## src/rtl/mips_pkg.sv

```systemverilog
// Shared encodings for the multi-cycle MIPS control path: opcodes, FSM states
// and the datapath mux/ALU select codes.
package mips_pkg;

  localparam logic [5:0] OP_RTYPE = 6'b000000;
  localparam logic [5:0] OP_LW    = 6'b100011;
  localparam logic [5:0] OP_SW    = 6'b101011;
  localparam logic [5:0] OP_BEQ   = 6'b000100;
  localparam logic [5:0] OP_J     = 6'b000010;
  localparam logic [5:0] OP_ADDI  = 6'b001000;

  typedef enum logic [3:0] {
    StInit     = 4'd0,
    StFetch    = 4'd1,
    StDecode   = 4'd2,
    StMemAdr   = 4'd3,
    StMemRead  = 4'd4,
    StMemWb    = 4'd5,
    StMemWrite = 4'd6,
    StExec     = 4'd7,
    StAluWb    = 4'd8,
    StBranch   = 4'd9,
    StJump     = 4'd10,
    StAddiEx   = 4'd11,
    StAddiWb   = 4'd12,
    StHalt     = 4'd13
  } state_e;

  localparam logic [1:0] SrcBReg   = 2'b00;
  localparam logic [1:0] SrcBFour  = 2'b01;
  localparam logic [1:0] SrcBImm   = 2'b10;
  localparam logic [1:0] SrcBImmSh = 2'b11;

  localparam logic [1:0] PcAlu    = 2'b00;
  localparam logic [1:0] PcAluOut = 2'b01;
  localparam logic [1:0] PcJump   = 2'b10;

  localparam logic [1:0] AluAdd   = 2'b00;
  localparam logic [1:0] AluSub   = 2'b01;
  localparam logic [1:0] AluFunct = 2'b10;

endpackage

```

## src/rtl/controle_multiciclo.sv

```systemverilog
// Multi-cycle MIPS control FSM: sequences the shared datapath per state,
// stalls on mem_ready, counts retired instructions and halts on bad opcodes.
module controle_multiciclo
  import mips_pkg::*;
#(
  parameter int unsigned COUNT_W = 32
) (
  input  logic               clock,
  input  logic               reset_n,
  input  logic [5:0]         opcode,
  input  logic               mem_ready,
  output logic               PCWrite,
  output logic               PCWriteCond,
  output logic               IorD,
  output logic               MemRead,
  output logic               MemWrite,
  output logic               MemtoReg,
  output logic               IRWrite,
  output logic               RegWrite,
  output logic               RegDst,
  output logic               ALUSrcA,
  output logic [1:0]         ALUSrcB,
  output logic [1:0]         PCSource,
  output logic [1:0]         ALUOp,
  output logic [3:0]         state_o,
  output logic [COUNT_W-1:0] instr_count,
  output logic               illegal_op
);

  state_e               r_state;
  state_e               w_next;
  logic                 r_is_store;
  logic                 w_is_store_d;
  logic                 w_retire;
  logic [COUNT_W-1:0]   r_count;
  logic                 r_illegal;

  always_ff @(posedge clock or negedge reset_n) begin
    if (!reset_n) begin
      r_state    <= StInit;
      r_is_store <= 1'b0;
      r_illegal  <= 1'b0;
    end else begin
      r_state    <= w_next;
      r_is_store <= w_is_store_d;
      if (w_next == StHalt) r_illegal <= 1'b1;
    end
  end

  // Opcode is only looked at in DECODE; the lw/sw split is latched here so
  // MEMADR never depends on the IR.
  always_comb begin
    w_next       = r_state;
    w_is_store_d = r_is_store;
    case (r_state)
      StInit:     w_next = StFetch;
      StFetch:    if (mem_ready) w_next = StDecode;
      StDecode: begin
        case (opcode)
          OP_LW: begin
            w_next       = StMemAdr;
            w_is_store_d = 1'b0;
          end
          OP_SW: begin
            w_next       = StMemAdr;
            w_is_store_d = 1'b1;
          end
          OP_RTYPE: w_next = StExec;
          OP_BEQ:   w_next = StBranch;
          OP_J:     w_next = StJump;
          OP_ADDI:  w_next = StAddiEx;
          default:  w_next = StHalt;
        endcase
      end
      StMemAdr:   w_next = r_is_store ? StMemWrite : StMemRead;
      StMemRead:  if (mem_ready) w_next = StMemWb;
      StMemWb:    w_next = StFetch;
      StMemWrite: if (mem_ready) w_next = StFetch;
      StExec:     w_next = StAluWb;
      StAluWb:    w_next = StFetch;
      StBranch:   w_next = StFetch;
      StJump:     w_next = StFetch;
      StAddiEx:   w_next = StAddiWb;
      StAddiWb:   w_next = StFetch;
      StHalt:     w_next = StHalt;
      default:    w_next = StInit;
    endcase
  end

  always_comb begin
    w_retire = 1'b0;
    case (r_state)
      StMemWb, StAluWb, StBranch, StJump, StAddiWb: w_retire = 1'b1;
      StMemWrite:                                   w_retire = mem_ready;
      default:                                      w_retire = 1'b0;
    endcase
  end

  always_ff @(posedge clock or negedge reset_n) begin
    if (!reset_n) begin
      r_count <= '0;
    end else if (w_retire) begin
      r_count <= r_count + {{(COUNT_W-1){1'b0}}, 1'b1};
    end
  end

  always_comb begin
    PCWrite     = 1'b0;
    PCWriteCond = 1'b0;
    IorD        = 1'b0;
    MemRead     = 1'b0;
    MemWrite    = 1'b0;
    MemtoReg    = 1'b0;
    IRWrite     = 1'b0;
    RegWrite    = 1'b0;
    RegDst      = 1'b0;
    ALUSrcA     = 1'b0;
    ALUSrcB     = SrcBReg;
    PCSource    = PcAlu;
    ALUOp       = AluAdd;
    case (r_state)
      StFetch: begin
        MemRead = 1'b1;
        ALUSrcB = SrcBFour;
        // IR and PC latch only in the cycle the memory actually delivers.
        IRWrite = mem_ready;
        PCWrite = mem_ready;
      end
      StDecode: ALUSrcB = SrcBImmSh;
      StMemAdr: begin
        ALUSrcA = 1'b1;
        ALUSrcB = SrcBImm;
      end
      StMemRead: begin
        MemRead = 1'b1;
        IorD    = 1'b1;
      end
      StMemWb: begin
        RegWrite = 1'b1;
        MemtoReg = 1'b1;
      end
      StMemWrite: begin
        MemWrite = 1'b1;
        IorD     = 1'b1;
      end
      StExec: begin
        ALUSrcA = 1'b1;
        ALUOp   = AluFunct;
      end
      StAluWb: begin
        RegWrite = 1'b1;
        RegDst   = 1'b1;
      end
      StBranch: begin
        ALUSrcA     = 1'b1;
        ALUOp       = AluSub;
        PCWriteCond = 1'b1;
        PCSource    = PcAluOut;
      end
      StJump: begin
        PCWrite  = 1'b1;
        PCSource = PcJump;
      end
      StAddiEx: begin
        ALUSrcA = 1'b1;
        ALUSrcB = SrcBImm;
      end
      StAddiWb: RegWrite = 1'b1;
      default: ;
    endcase
  end

  assign state_o     = r_state;
  assign instr_count = r_count;
  assign illegal_op  = r_illegal;

endmodule
```

## config.mk

```make
export PLATFORM = sky130hd
export DESIGN_NAME = controle_multiciclo
export DESIGN_NICKNAME = d
export VERILOG_FILES = /design/src/rtl/mips_pkg.sv /design/src/rtl/controle_multiciclo.sv
export SDC_FILE = /design/constraint.sdc
export NUM_CORES = 1
export LEC_CHECK = 0
export CAP_MARGIN = 15
export CORE_MARGIN = 3
export CORE_UTILIZATION = 37
export DETAILED_ROUTE_END_ITERATION = 10
export SYNTH_ARGS = -nofsm -noshare
export SYNTH_HDL_FRONTEND = slang
export SYNTH_SLANG_ARGS = --single-unit
```

## constraint.sdc

```tcl
create_clock -name clock -period 2.46 [get_ports clock]
set_input_delay 0.492 -clock clock [delete_from_list [all_inputs] [get_ports clock]]
set_output_delay 0.492 -clock clock [all_outputs]
set_load 0.01 [all_outputs]
```

==> summary.md <==
| Metric | Value |
|---|---|
| Worst r2r src | `state_o[0]` |
| Count of final setup violators | `0` |
| PwrDens | `slightly below 900 nW/µm²` |
| Routed wire per std cell | `approximately 15 µm` |
| Post-Syn Instances | `~230` |
| Placer Congestion | `~0.80` |
| Antenna Cells | `0` |
| Finished Layout Cells | `370` |
| H-tree levels | `2` |
| TritonCTS Buffers | `5` |
| Width of the die | `between 80 and 90 µm` |
| Highest Clock Rate | `roughly 440 MHz` |
| Hold-fix buffers, CTS | `0` |
| Syn_nets | `roughly 240` |
| Syn Std Cell Area | `approximately 2300 µm²` |
| Setup CP Type | `in2out` |
| CTS clk-pin slew, worst paths | `~0.09 ns` |
| Total power | `approximately 2.8 mW` |
| Area of the multi-input gates | `roughly 1200 µm²` |
| Clock Sinks | `38` |
| Sequential element share of the synthesized area | `approximately two fifths` |
| Initial Utilization | `38.4%` |
| Main synth FF type | `dfrtp_1` |
| TritonCTS clock tree | `done` |
| CTS max path bufs | `2` |
| Number of global-route vias before repair | `a little under 2k` |
| Clk_lat worst skew | `0.29 ns` |
| Placed Cells | `362` |
| Die Ht | `about 85 µm` |
| Outcome | `finished clean` |
| GRT Util Overall | `between 15 and 20%` |
| Mapped Avg Cell Area | `about 9.9 µm²` |
| Hold_ws | `around 0.30 ns` |
| Area Overhead vs Synth | `36.0%` |
| Worst slew margin | `a little over two fifths` |
| Post-synth EDFFs | `0` |
| Initial antenna violation count | `0` |
| Most common cell after layout, fill and taps aside | `clkdlybuf4s50_1` |
| Worst setup path start | `mem_ready` |
| DR iter-0 viols | `53` |
| Die area | `between 7000 and 8000 µm²` |
| CP Max Fanout | `4` |
| Final Cycle Share | `just over 90%` |
| HP Class | `in2async` |
| Via count | `slightly below 2k` |
| Largest net degree at the start of global routing | `39` |
| Critical path arrival | `~1.8 ns` |
| Layout cell share with drive strength beyond 1 | `about an eighth` |
| Async S/R FF share, synth | `100%` |
| Yosys reg bits | `38` |
| Slew Limit Fails | `0` |
| Final setup skew | `roughly 0.012 ns` |
| Grt ovf | `0` |
| CP Capture Type | `output pin` |
| Pre-antenna DRT Iters | `4` |
| Worst-Margin Slew | `between 0.8 and 0.9 ns` |
| Vias per cell | `roughly 5.3` |
| Final hold violation count | `0` |
| DPL Wire Length | `3830 µm` |
| Most frequent cells in the layout | `clkdlybuf4s50_1, dfrtp_1, xor2_1` |
| Antenna Nets Post-Route | `0` |
| Register area | `between 900 and 1000 µm²` |
| Max VDD drop | `between 0.0005 and 0.0006 V` |
| Aggregate routed wire length | `5470 µm` |
| Critical Path Start Type | `input port` |
| Count of input and output buffers | `61` |
| Top Ports | `between 60 and 70` |
| Cell Area, Placed | `2990 µm²` |
| CP required | `approximately 2.0 ns` |
| Nets | `roughly 300` |
| Fill cells | `~550` |
| Library cells used by synthesis | `45` |
| Final setup TNS | `0 ns` |
| Unrepaired setup endpoints after global routing | `false` |
| Cell area after layout | `~3100 µm²` |
| LEAKAGE | `about 1.1 nW` |
| Max-cap violations | `0` |
| Drt drc | `0` |
| Final worst path period need | `2.29 ns` |
| Site Rows | `28` |
| Clock Tree Root | `clkbuf_8` |
| CORE AREA | `around 6000 µm²` |
| YS warnings | `0` |
| First-pass GRT wire length | `approximately 9300 µm` |
==> layer usage <==
metal  global-route usage [%]  share of wire [%]  vias to the layer above
met5                        0                  0                        -
met4                     4.03                1.1                        0
met3                     3.50                5.0                        7
met2                     24.3                 45                       54
met1                     22.3                 49                      955
li1                         -                  -                      957
==> report_power, final <==
| part | internal, mW | switching [mW] |
|---|---|---|
| Sequential | 0.723 | 0.120 |
| Combinational | 0.652 | 0.627 |
| Clock | 0.406 | 0.232 |
| Total | 1.78 | 0.979 |
==> final cells by class <==
| type | instances | area share, % |
|---|---|---|
| Clock buffer | 5 | 2.20 |
| Clock inverter | 3 | 2.20 |
| Inverter | 14 | 1.68 |
| Multi-Input combinational cell | 163 | 38.1 |
| Sequential cell | 38 | 30.4 |
| Tap cell | 75 | 3.00 |
| Timing Repair Buffer | 72 | 22.4 |
==> synth_stat cells (5+ instances only) <==
master / count / area share (%)
clkbuf_1: 8 / 1.3
nand2_1: 15 / 2.4
a2111oi_2: 9 / 5.9
a211oi_1: 12 / 3.9
xor2_1: 25 / 9.5
xnor2_1: 9 / 3.4
nand3_1: 13 / 2.8
dfrtp_1: 38 / 41
a21oi_1: 9 / 2.0
nor2_1: 14 / 2.3
and4_1: 5 / 1.9
o21ai_0: 7 / 1.5
inv_1: 14 / 2.3
==> logic make-up (layout without fill, tap and decap cells) <==
logic type | count (synthesis) | in the layout | synth area share, %
adders and majority gates | 2 | 2 | 1.03
AOI/OAI and AO/OA | 52 | 52 | 19.5
and+or+nand+nor | 72 | 72 | 16.9
DFF | 38 | 38 | 41.3
muxes | 3 | 3 | 1.36
buffers and inverters | 31 | 94 | 6.96
xor gates and xnor gates | 34 | 34 | 12.9
==> metrics by stage <==
step / util, % / setup WS [ns]
finish: 52.3 / 0.168
floorplan: - / 0.506
global placement: 49.9 / 0.141
CTS: 52.2 / 0.0268
detailed placement: 49.9 / 0.103
global route: 52.3 / 0.0207
==> state kept, by name (all words and copies together), names as in the netlist <==
register / count
illegal_op: 1
r_is_store: 1
instr_count: 32
state_o: 4
==> critical path, stage by stage <==
cell             delay (ns)
clkdlybuf4s50_1        0.54
nand2_1                0.09
o22ai_1                0.12
clkdlybuf4s50_1        0.56
==> timing repair <==
action	CTS	global route
resized for setup	0	3
buffers inserted	0	0
endpoints found under the setup margin	0	5
==> final timing paths <==
| kind | endpoint | slack [ns] | cells after the start |
|---|---|---|---|
| max | PCWrite | 0.17 | 4 |
| min | instr_count[18] | 0.30 | 1 |
| max reg2reg | instr_count[7] | 0.30 | 5 |
| min reg2reg | illegal_op | 0.47 | 2 |
| max in group asynchronous | state_o[0] | 1.56 | 1 |
| min in group clock | illegal_op | 0.47 | 2 |
No activity file was read; power rests on OpenSTA's default activity.
